$ cat config.mk
export PLATFORM = sky130hd
export DESIGN_NAME = qpsk_frame_scheduler
export DESIGN_NICKNAME = d
export VERILOG_FILES = /design/src/rtl/qpsk_pkg.sv /design/src/rtl/axis_out_reg.sv /design/src/rtl/qpsk_frame_scheduler.sv
export SDC_FILE = /design/constraint.sdc
export NUM_CORES = 1
export LEC_CHECK = 0
export CORE_UTILIZATION = 50
export CTS_CLUSTER_SIZE = 12
export DETAILED_ROUTE_END_ITERATION = 7
export GPL_TIMING_DRIVEN = 0
export PLACE_DENSITY = 0.85
export SETUP_SLACK_MARGIN = 0.15
export SKIP_LAST_GASP = 1
export SLEW_MARGIN = 10
export SYNTH_ARGS = -nofsm -noshare
export SYNTH_HDL_FRONTEND = slang
export SYNTH_SLANG_ARGS = --single-unit
export TNS_END_PERCENT = 50
$ cat constraint.sdc
create_clock -name clk -period 7.6 [get_ports clk]
set_clock_uncertainty 0.2 [all_clocks]
set_input_delay 1.52 -clock clk [delete_from_list [all_inputs] [get_ports clk]]
set_output_delay 1.52 -clock clk [all_outputs]
set_load 0.005 [all_outputs]
$ cat src/rtl/qpsk_pkg.sv
// Shared definitions for the QPSK transmit path: frame scheduler state encoding,
// default stream/counter widths and mapper constants.
package qpsk_pkg;

   localparam int DATA_W_DEF = 32;
   localparam int LEN_W_DEF  = 8;
   localparam int PRE_W_DEF  = 4;
   localparam int GAP_W_DEF  = 4;

   // Mapper side: two bits per QPSK symbol.
   localparam int QPSK_BITS_PER_SYM = 2;

   typedef enum logic [1:0] {
      ST_IDLE     = 2'd0,
      ST_PREAMBLE = 2'd1,
      ST_PAYLOAD  = 2'd2,
      ST_GAP      = 2'd3
   } state_t;

   function automatic int max3(input int a, input int b, input int c);
      int m;
      m = (a > b) ? a : b;
      return (m > c) ? m : c;
   endfunction

   function automatic int syms_per_word(input int data_w);
      return data_w / QPSK_BITS_PER_SYM;
   endfunction

endpackage

$ cat src/rtl/axis_out_reg.sv
// Single-entry registered stream stage: the only latency between the sources
// and the mapper.
module axis_out_reg #(
   parameter int DATA_W = 32
) (
   input  logic              clk,
   input  logic              reset,
   input  logic [DATA_W-1:0] in_data,
   input  logic              in_valid,
   input  logic              in_last,
   output logic              in_ready,
   output logic [DATA_W-1:0] out_data,
   output logic              out_valid,
   output logic              out_last,
   input  logic              out_ready
);

   // Handshake: a beat moves when valid and ready are both high on a rising edge;
   // once out_valid is high, out_data/out_last hold until out_ready is seen.
   assign in_ready = !out_valid || out_ready;

   always_ff @(posedge clk or posedge reset) begin
      if (reset) begin
         out_data  <= '0;
         out_valid <= 1'b0;
         out_last  <= 1'b0;
      end else if (in_ready) begin
         out_valid <= in_valid;
         out_last  <= in_valid & in_last;
         if (in_valid) begin
            out_data <= in_data;
         end
      end
   end

endmodule

$ cat src/rtl/qpsk_frame_scheduler.sv
// Builds preamble / payload / gap frames from two source streams into one
// registered stream towards the QPSK mapper.
module qpsk_frame_scheduler
   import qpsk_pkg::*;
#(
   parameter int DATA_W = DATA_W_DEF,
   parameter int LEN_W  = LEN_W_DEF,
   parameter int PRE_W  = PRE_W_DEF,
   parameter int GAP_W  = GAP_W_DEF
) (
   input  logic              clk,
   input  logic              reset,
   input  logic              cfg_enable,
   input  logic [PRE_W-1:0]  cfg_pre_words,
   input  logic [LEN_W-1:0]  cfg_pay_words,
   input  logic [GAP_W-1:0]  cfg_gap_words,
   input  logic [DATA_W-1:0] cfg_idle_word,
   input  logic [DATA_W-1:0] pre_tdata,
   input  logic              pre_tvalid,
   output logic              pre_tready,
   input  logic [DATA_W-1:0] pay_tdata,
   input  logic              pay_tvalid,
   output logic              pay_tready,
   output logic [DATA_W-1:0] m_tdata,
   output logic              m_tvalid,
   input  logic              m_tready,
   output logic              m_tlast,
   output logic [15:0]       frame_cnt,
   output logic [15:0]       underrun_cnt,
   output state_t            fsm_state
);

   localparam int CNT_W = max3(LEN_W, PRE_W, GAP_W);

   state_t             state, next_state;
   logic [CNT_W-1:0]   cnt, cnt_next, cnt_inc;
   logic [PRE_W-1:0]   sh_pre;
   logic [LEN_W-1:0]   sh_pay;
   logic [GAP_W-1:0]   sh_gap;
   logic [DATA_W-1:0]  sh_idle;

   logic               can;
   logic               load_cfg, frame_done, underrun;
   logic               beat_valid, beat_last;
   logic [DATA_W-1:0]  beat_data;
   logic               start_ok;
   state_t             start_state;
   logic               last_pre, last_pay, last_gap;

   assign start_ok    = cfg_enable && (cfg_pay_words != '0);
   assign start_state = (cfg_pre_words != '0) ? ST_PREAMBLE : ST_PAYLOAD;
   assign cnt_inc     = cnt + CNT_W'(1);
   assign last_pre    = (cnt_inc == CNT_W'(sh_pre));
   assign last_pay    = (cnt_inc == CNT_W'(sh_pay));
   assign last_gap    = (cnt_inc == CNT_W'(sh_gap));
   assign fsm_state   = state;

   axis_out_reg #(.DATA_W(DATA_W)) u_out (
      .clk       (clk),
      .reset     (reset),
      .in_data   (beat_data),
      .in_valid  (beat_valid),
      .in_last   (beat_last),
      .in_ready  (can),
      .out_data  (m_tdata),
      .out_valid (m_tvalid),
      .out_last  (m_tlast),
      .out_ready (m_tready)
   );

   always_ff @(posedge clk or posedge reset) begin
      if (reset) begin
         state        <= ST_IDLE;
         cnt          <= '0;
         sh_pre       <= '0;
         sh_pay       <= '0;
         sh_gap       <= '0;
         sh_idle      <= '0;
         frame_cnt    <= '0;
         underrun_cnt <= '0;
      end else begin
         state <= next_state;
         cnt   <= cnt_next;
         if (load_cfg) begin
            sh_pre  <= cfg_pre_words;
            sh_pay  <= cfg_pay_words;
            sh_gap  <= cfg_gap_words;
            sh_idle <= cfg_idle_word;
         end
         if (frame_done) begin
            frame_cnt <= frame_cnt + 16'd1;
         end
         if (underrun && (underrun_cnt != 16'hFFFF)) begin
            underrun_cnt <= underrun_cnt + 16'd1;
         end
      end
   end

   always_comb begin
      next_state = state;
      cnt_next   = cnt;
      load_cfg   = 1'b0;
      frame_done = 1'b0;
      underrun   = 1'b0;
      beat_valid = 1'b0;
      beat_last  = 1'b0;
      beat_data  = '0;
      pre_tready = 1'b0;
      pay_tready = 1'b0;
      case (state)
         ST_IDLE: begin
            if (start_ok) begin
               load_cfg   = 1'b1;
               cnt_next   = '0;
               next_state = start_state;
            end
         end
         ST_PREAMBLE: begin
            pre_tready = can;
            if (pre_tvalid && can) begin
               beat_valid = 1'b1;
               beat_data  = pre_tdata;
               if (last_pre) begin
                  cnt_next   = '0;
                  next_state = ST_PAYLOAD;
               end else begin
                  cnt_next = cnt_inc;
               end
            end
         end
         ST_PAYLOAD: begin
            pay_tready = can;
            underrun   = can && !pay_tvalid;
            if (pay_tvalid && can) begin
               beat_valid = 1'b1;
               beat_data  = pay_tdata;
               beat_last  = last_pay;
               if (last_pay) begin
                  frame_done = 1'b1;
                  cnt_next   = '0;
                  // With no gap the next frame starts without a dead cycle.
                  if (sh_gap != '0) begin
                     next_state = ST_GAP;
                  end else if (start_ok) begin
                     load_cfg   = 1'b1;
                     next_state = start_state;
                  end else begin
                     next_state = ST_IDLE;
                  end
               end else begin
                  cnt_next = cnt_inc;
               end
            end
         end
         ST_GAP: begin
            if (can) begin
               beat_valid = 1'b1;
               beat_data  = sh_idle;
               if (last_gap) begin
                  cnt_next = '0;
                  if (start_ok) begin
                     load_cfg   = 1'b1;
                     next_state = start_state;
                  end else begin
                     next_state = ST_IDLE;
                  end
               end else begin
                  cnt_next = cnt_inc;
               end
            end
         end
         default: next_state = ST_IDLE;
      endcase
   end

endmodule

== Yosys cells after proc, flatten, opt, wreduce, memory -nomap -nowiden ==
Cells that the tools add are included.

* Register bits after elaboration: 124
* Output and inout bits: 70
* Logic and storage cells: 85

* $add $sub $neg: 3
* Equality and inequality tests: 14
* Multiplexer cells: 41
* Bitwise gates (word level): 1
* Reduce and logical (&&, ||, !) cells: 15

{| class="wikitable"
|+ Operator list
! cell !! number
|-
| 32-bit one-hot mux with 3 select lines || 1
|-
| 32-bit 2-to-1 mux || 2
|-
| 8-bit 2-to-1 mux || 7
|-
| 16-bit by 1-bit adder with 16-bit output (second input constant) || 2
|-
| 8-bit one-hot mux with 4 select lines || 1
|-
| 2-bit 2-to-1 mux || 10
|-
| 1-bit 2-to-1 mux || 17
|-
| 8-bit by 4-bit == test with 1-bit output || 2
|-
| 16-bit inequality test (second input constant) || 1
|-
| 2-bit inequality test (second input constant) || 7
|-
| 8-bit by 1-bit adder with 8-bit output (second input constant) || 1
|-
| 8-bit == test || 1
|-
| 2-bit one-hot mux with 4 select lines || 1
|-
| 4-bit nonzero test || 2
|-
| 8-bit nonzero test || 1
|-
| 7-bit AND reduction || 1
|-
| 1-bit one-hot mux with 3 select lines || 2
|-
| 1-bit logical AND || 5
|-
| 2-bit == test (second input constant) || 2
|-
| 4-bit AND reduction || 1
|-
| 2-bit by 1-bit == test with 1-bit output (second input constant) || 1
|-
| 1-bit logical NOT || 2
|-
| 2-bit logical NOT || 1
|-
| 2-bit AND reduction || 1
|-
| other kinds (2) || 2
|}

== Depth between registers and ports, before layout ==
Gate-level depths: netlist (run 1).

* Depth after elaboration: 7
* Mapped depth: 11

== Cells and area by module ==
Synthesis (run 1) repeated with hierarchy kept, for this count alone.

* Cells, all modules: 525
* Area, all modules: 6361.1 µm²

{| class="wikitable"
|+ By module, submodules not included
! module !! instances !! cells an instance !! area each (µm²) !! sequential area each (µm²)
|-
| qpsk_frame_scheduler || 1 || 449 || 4927.2 || 2252.2
|-
| axis_out_reg || 1 || 76 || 1433.9 || 850.8
|}

== Worst setup path before layout (run 1) ==
OpenSTA, ideal clock, no wires.

* Path type: input -> output
* Start point: in m_tready
* End point: out pay_tready
* Arrival time: 1.876 ns
* Slack: 4.004 ns
* Stages: 2
* Path buffers: 0
* Cell sequence: nor2b_1 nor3_1

* Word-level cells in the longest chain between the ends: 2

{| class="wikitable"
|+ RTL lines
! element !! line !! source
|-
| from (decl) || qpsk_frame_scheduler.sv:26 || <nowiki>input logic m_tready,</nowiki>
|-
| 1-bit logical OR || axis_out_reg.sv:20 || <nowiki>assign in_ready = !out_valid || out_ready;</nowiki>
|-
| 1-bit 2-to-1 mux || qpsk_frame_scheduler.sv:110 || <nowiki>case (state)</nowiki>
|-
| to (decl) || qpsk_frame_scheduler.sv:23 || <nowiki>output logic pay_tready,</nowiki>
|}

No other way between the ends.

== Final worst setup path (run 1) ==
Ends and elaborated chain as after synthesis.

==> summary.txt, run 1 <==
Route
  – Drt total wl: approximately 18000 um
  – Antenna Violating Nets Remaining: 0
  – Drt pass-1 iters: 8
  – Wirelength per Cell: ~20 um
  – Post-detailed-route via-to-cell ratio: about 6.0
  – Initial DRC Count: ~530
  – DRC viols: 24
  – Via count: 5263

Place
  – Dpl hpwl: between 10000 and 15000 um
  – Post-DP Area: about 0.0080 mm2
  – Port Buffers: between 150 and 200
  – RD Place Congestion: 0.851

Pwr
  – Final Total Pwr: approximately 3.1 mW
  – Sw Share: 0.319
  – Clock network power share: 0.287
  – Sequential share of power: 0.340
  – Pleak: 3.70 nW
  – Sw Pwr: approximately 1 mW
  – Comb power frac: 0.373
  – Cell internal pwr: approximately 2.1 mW
  – Maximum vdd drop: approximately 0.23 mV
  – Power Density: around 360 mW/mm2

Clock network
  – H-tree lvl count: 4
  – Clock latency on the worst-skew pair: around 0.42 ns
  – Worst-path clk slew: approximately 0.06 ns
  – Post-CTS Resized: 0
  – Hold Buf Count CTS: 0
  – CTS max path bufs: 2
  – Number of CTS-inserted buffers: 17
  – Clock sink count: 124
  – Post-CTS Setup Inserts: 0
  – TritonCTS clock tree: built
  – Clk root buf: clkbuf_16

Floorplan
  – Die Span Y: between 100 and 150 um
  – FP Rows: 39
  – Total die area: approximately 0.012 mm2
  – Core area: about 0.012 mm2
  – Initial Util: 0.516
  – IO Pins: approximately 190
  – Die X: between 100 and 150 um

GRT
  – Vias in the first global route: 5543
  – Largest net degree at the start of global routing: between 70 and 80
  – GRT overflow: 0
  – Initial antenna violation count: 0
  – Gr usage total: 0.296
  – First-pass GRT wire length: between 20000 and 30000 um

Worst setup path
  – Worst Path Max Fanout: 5
  – Worst Path Required: about 5.9 ns
  – Crit path capture type: output pin
  – R2R setup slack: between 4 and 5 ns
  – Crit path launch type: primary input
  – Worst Path Arrival: 3.09 ns
  – Critical path type: primary input to output pin

Layout
  – Most frequent cells in the layout: 187 x clkdlybuf4s50_1, 124 x dfrtp_1, 56 x nand2_1
  – Layout Nets: ~840
  – Core Util, Final: 0.755
  – Layout Cell Area excl Fill: just under 0.009 mm2
  – Layout fillers: 730
  – Diodes inserted: 0
  – Layout cell share with drive strength beyond 1: 0.141
  – Most common cell after layout, fill and taps aside: clkdlybuf4s50_1
  – Area delta synth->final: 46.1%

STA
  – Max frequency: between 0.2 and 0.25 GHz
  – Setup_tns: 0 ns
  – Hold Vio Cnt, Final: 0
  – Minimum clock period: about 4.8 ns
  – Slew headroom: 0.506
  – Slew Viols, Final: 0
  – Least-Margin Pin Slew: approximately 0.73 ns
  – Unrepaired setup endpoints after global routing: false
  – Final Setup Violations: 0
  – Final period utilization: 0.633

Yosys
  – Synth async-reset ratio: 1.00
  – Synth area leader: dfrtp_1
  – Sequential area share after synthesis: 0.522
  – Share of Yosys cell area claimed by the top area cell type: 0.522
  – Post-synth cell types: between 50 and 60
  – Syn Nets: ~630
  – Ys Warns: 0
  – Predominant post-synthesis flop cell: dfrtp_1
  – Synthesized area per cell: 11.6 um2
  – Post-synthesis cell count: slightly above 500
  – Post-synthesis cell area: between 0.005 and 0.006 mm2
  – Synthesized flop and latch total: approximately 120
  – Synth area leaders: dfrtp_1 52%, mux2_2 5.9%, a222oi_1 5.4%
  – Post-synth EDFFs: 0

Outcome
  – Status: finished, violations left
  – Violated checks: DRC

Job
  – Max-cap violations: 0

Hold path
  – Worst hold path type: flop to flop
-- cell usage after synthesis (8+ instances only) --
| cell type | n |
|---|---|
| xor2_1 | 15 |
| nand3_1 | 8 |
| xnor2_1 | 36 |
| clkbuf_1 | 24 |
| nand4_1 | 18 |
| o21ai_0 | 38 |
| dfrtp_1 | 124 |
| and3_1 | 12 |
| mux2_4 | 20 |
| mux2_2 | 31 |
| a222oi_1 | 32 |
| nor2_1 | 11 |
| nand2_1 | 56 |
-- metrics by stage --
step / instances / setup slack, ns / hold slack [ns]
after detailed placement: 844 / 2.83 / 0.270
after floorplan: 513 / 2.58 / 0.268
final: 876 / 2.79 / 0.273
after global routing: 876 / 2.73 / 0.303
after CTS: 876 / 2.82 / 0.279
after global placement: 843 / 0.965 / 0.260
-- state kept, by name (all words and copies together), names as in the netlist --
name	flops
fsm_state	2
u_out.out_valid	1
sh_gap	4
u_out.out_last	1
cnt	8
sh_pay	8
sh_pre	4
sh_idle	32
frame_cnt	16
underrun_cnt	16
u_out.out_data	32
-- final timing paths --
path	cells past startpoint	to	from
min in group asynchronous	2	underrun_cnt[4]$_DFFE_PP0P_	reset
worst max register to register	10	sh_gap[3]$_DFFE_PP0P_	cnt[1]$_DFFE_PP0P_
worst max-delay path	4	pay_tready	m_tready
worst min-delay path	1	frame_cnt[15]$_DFFE_PP0P_	frame_cnt[15]$_DFFE_PP0P_
worst min register to register	1	frame_cnt[15]$_DFFE_PP0P_	frame_cnt[15]$_DFFE_PP0P_
max in group asynchronous	3	sh_idle[5]$_DFFE_PP0P_	reset
-- worst max-delay path: stages --
cell             delay (ns)
clkdlybuf4s50_1        0.47
nor2b_1                0.10
nor3_1                 0.36
clkdlybuf4s50_1        0.63
-- cell type report --
type / instances / area [um2] / area share
buffer: 34 / 164 / 0.0189
clock buffer: 22 / 474 / 0.0546
clock inverter: 10 / 186 / 0.0215
inverter: 4 / 20.0 / 0.00230
multi-input combinational: 351 / 2670 / 0.307
sequential: 124 / 3100 / 0.357
tap: 143 / 179 / 0.0206
timing repair buffer: 188 / 1900 / 0.219
-- power by group through the flow --
stage / clock [mW] / sequential [mW] / combinational, mW
floorplan: 0 / 1.04 / 0.699
global placement: 0 / 1.05 / 1.10
detailed placement: 0 / 1.07 / 1.15
CTS: 0.908 / 1.07 / 1.17
global route: 0.938 / 1.09 / 1.27
finish: 0.902 / 1.07 / 1.18
-- cell families (layout without fill, tap and decap cells) --
kind of cell / after synthesis / after routing / synth area share
buffers and inverters: 38 / 258 / 0.0301
multiplexers: 52 / 52 / 0.111
AO/OA/AOI/OAI: 104 / 104 / 0.128
XOR/XNOR: 53 / 53 / 0.0816
adder cells (fa/ha/maj): 3 / 3 / 0.00631
AND/OR/NAND/NOR: 139 / 139 / 0.121
flip-flops: 124 / 124 / 0.522
-- routing by layer --
| layer | track usage | share of wire |
|---|---|---|
| met5 | 0 | 0 |
| met4 | 0.161 | 0.041 |
| met3 | 0.0847 | 0.074 |
| met2 | 0.516 | 0.51 |
| met1 | 0.327 | 0.38 |
Note: power is estimated with default switching activity, not from simulation.
==> run 2: changes to the inputs <==
--- a/config.mk
+++ b/config.mk
@@ -5,11 +5,11 @@
 export SDC_FILE = /design/constraint.sdc
 export NUM_CORES = 1
 export LEC_CHECK = 0
-export CORE_UTILIZATION = 50
+export CORE_UTILIZATION = 42
 export CTS_CLUSTER_SIZE = 12
 export DETAILED_ROUTE_END_ITERATION = 7
 export GPL_TIMING_DRIVEN = 0
-export PLACE_DENSITY = 0.85
+export PLACE_DENSITY = 0.76
 export SETUP_SLACK_MARGIN = 0.15
 export SKIP_LAST_GASP = 1
 export SLEW_MARGIN = 10
==> constraint.sdc (replaced) <==
create_clock -name clk -period 3.9 [get_ports clk]
set_clock_uncertainty 0.2 [all_clocks]
set_input_delay 0.78 -clock clk [delete_from_list [all_inputs] [get_ports clk]]
set_output_delay 0.78 -clock clk [all_outputs]
set_load 0.005 [all_outputs]
==> run 2 against run 1 <==
Compared with the run above:
- the flow still finishes with violations (DRC)
- wire length shrank 1.9%
- combinational power grew 93%
- count of clock-buffer cells in the layout up 2
- first-iteration DRC count is 21% lower
- flip-flop and latch count did not move
- sequential power is 94% higher
==> summary.txt, run 2 (synthesis gave the netlist of run 1 again) <==
STA
  – Slew headroom: 0.448 (was 0.506)
  – Least-Margin Pin Slew: 0.818 ns (was 0.732 ns)
  – Final Setup Violations: 0 (unchanged)
  – Slew Viols, Final: 0 (unchanged)
  – Minimum clock period: roughly 3.4 ns
  – Setup_tns: 0 ns (unchanged)
  – Hold Vio Cnt, Final: 0 (unchanged)
  – Final period utilization: 0.863
  – Unrepaired setup endpoints after global routing: false (unchanged)
  – Max frequency: 0.297 GHz

Floorplan
  – Die X: 121 um (was 111 um)
  – FP Rows: 43 (was 39)
  – Die Span Y: 121 um (was 111 um)
  – Initial Util: 0.430 (was 0.516)
  – Total die area: 0.0146 mm2 (was 0.0123 mm2)
  – Core area: 0.0138 mm2 (was 0.0115 mm2)
  – IO Pins: 188 (unchanged)

Layout
  – Diodes inserted: 0 (unchanged)
  – Regs by FF count: sh_idle: 32 flops, u_out.out_data: 32 flops (unchanged)
  – Layout cell share with drive strength beyond 1: 0.139 (was 0.141)
  – Area delta synth->final: 46.3% (was 46.1%)
  – Layout Nets: 843 (was 841)
  – Most common cell after layout, fill and taps aside: clkdlybuf4s50_1 (unchanged)
  – Most frequent cells in the layout: 187 x clkdlybuf4s50_1, 124 x dfrtp_1, 56 x nand2_1 (unchanged)
  – Layout fillers: 1080 (was 730)

Place
  – Dpl hpwl: 12500 um (was 12400 um)
  – RD Place Congestion: 0.870 (was 0.851)
  – Port Buffers: 187 (unchanged)

GRT
  – Vias in the first global route: 5206 (was 5543)
  – Initial antenna violation count: 0 (unchanged)
  – GRT overflow: 0 (unchanged)
  – Gr usage total: 0.242 (was 0.296)
  – First-pass GRT wire length: 27100 um (was 28300 um)
  – Largest net degree at the start of global routing: 34 (was 77)

Hold path
  – Min-delay src: frame_cnt[15]$_DFFE_PP0P_ (unchanged)
  – Worst hold stages: 1 (unchanged)
  – WHS Endpoint: frame_cnt[15]$_DFFE_PP0P_ (unchanged)
  – Worst hold path type: flop to flop (unchanged)

Clock network
  – Worst-path clk slew: 0.05 ns (was 0.06 ns)
  – Clock latency on the worst-skew pair: 0.43 ns (was 0.42 ns)
  – H-tree lvl count: 4 (unchanged)
  – Number of CTS-inserted buffers: 17 (unchanged)
  – TritonCTS clock tree: built (unchanged)
  – Post-CTS Resized: 0 (unchanged)
  – Clock sink count: 124 (unchanged)
  – CTS max path bufs: 2 (unchanged)
  – Clk root buf: clkbuf_16 (unchanged)
  – Hold Buf Count CTS: 0 (unchanged)
  – Post-CTS Setup Inserts: 0 (unchanged)

Route
  – Via count: 5172 (was 5263)
  – Initial DRC Count: 418 (was 529)
  – Wirelength per Cell: 18.8 um (was 20.0 um)
  – Drt pass-1 iters: 8 (unchanged)
  – Antenna Violating Nets Remaining: 0 (unchanged)
  – DRC viols: 2 (was 24)
  – Post-detailed-route via-to-cell ratio: 5.66 (was 6.01)
  – Drt total wl: 17200 um (was 17500 um)

Worst setup path
  – Worst Path Max Fanout: 5 (unchanged)
  – Crit path launch type: primary input (unchanged)
  – Worst Path Required: 2.92 ns (was 5.88 ns)
  – Crit Reg-Reg Startpoint: cnt[1]$_DFFE_PP0P_ (unchanged)
  – Worst Path Arrival: 2.38 ns (was 3.09 ns)
  – Crit path capture type: output pin (unchanged)
  – R2R setup slack: 0.57 ns (was 4.34 ns)
  – Worst R2R End: sh_pre[3]$_DFFE_PP0P_ (was sh_gap[3]$_DFFE_PP0P_)
  – Critical path type: primary input to output pin (unchanged)
  – Worst Reg-to-Reg Cells: 10 (unchanged)

Pwr
  – Pleak: 3.69 nW (was 3.70 nW)
  – Final Total Pwr: 5.95 mW (was 3.15 mW)
  – Maximum vdd drop: 0.335 mV (was 0.234 mV)
  – Power Density: 684 mW/mm2 (was 362 mW/mm2)

Job
  – Max-cap violations: 0 (unchanged)

Outcome
  – Status: finished, violations left (unchanged)
  – Violated checks: DRC (unchanged)
==> run 2: cell count changes in the layout (fill, tap and decap cells not counted), sizes merged <==
| cell | delta |
|---|---|
| clkinv | +1 |
| bufinv | -2 |
| buf | +2 |
| inv | -1 |
| clkbuf | +2 |
| clkinvlp | -1 |
==> run 2: worst max-delay path: stages <==
cell and delay (ns):
clkdlybuf4s50_1 0.50, nor2b_1 0.11, nor3_1 0.37, clkdlybuf4s50_1 0.62
==> run 2: cell type report <==
| cell class | instances | area [um2] | share of cell area |
|---|---|---|---|
| sequential | 124 | 3100 | 0.357 |
| multi-input combinational | 351 | 2670 | 0.306 |
| tap | 180 | 225 | 0.0259 |
| buffer | 34 | 164 | 0.0188 |
| clock buffer | 24 | 482 | 0.0554 |
| clock inverter | 7 | 113 | 0.0129 |
| inverter | 4 | 18.8 | 0.00216 |
| timing repair buffer | 190 | 1930 | 0.222 |
==> run 2: worst max-delay path by stage <==
stage / startpoint / endpoint / cells after the start
final: m_tready / pay_tready / 4
after CTS: m_tready / pay_tready / 4
after detailed placement: m_tready / u_out.out_data[23]$_DFFE_PP0P_ / 8
after floorplan: cnt[1]$_DFFE_PP0P_ / sh_gap[3]$_DFFE_PP0P_ / 11
after global placement: reset / underrun_cnt[6]$_DFFE_PP0P_ / 2
after global routing: cnt[1]$_DFFE_PP0P_ / sh_pre[3]$_DFFE_PP0P_ / 10
==> run 2: power breakdown <==
part	internal, mW	switching (mW)
clock network	1.05	0.548
logic	1.24	1.04
registers	1.76	0.319
==> run 2: routing by layer <==
layer	global-route usage	part of all wire
met1	0.288	0.40
met2	0.402	0.49
met3	0.0724	0.077
met4	0.111	0.032
met5	0	0
==> run 2: metrics by stage <==
step	hold slack, ns	instance area, um2	setup WS (ns)	utilization	cells
2_1_floorplan	0.268	5950	1.20	-	513
3_3_place_gp	0.261	8050	0.263	0.582	880
3_5_place_dp	0.269	8110	0.555	0.586	883
4_1_cts	0.281	8700	0.580	0.629	914
5_1_grt	0.303	8700	0.323	0.629	914
6_report	0.273	8700	0.536	0.629	914
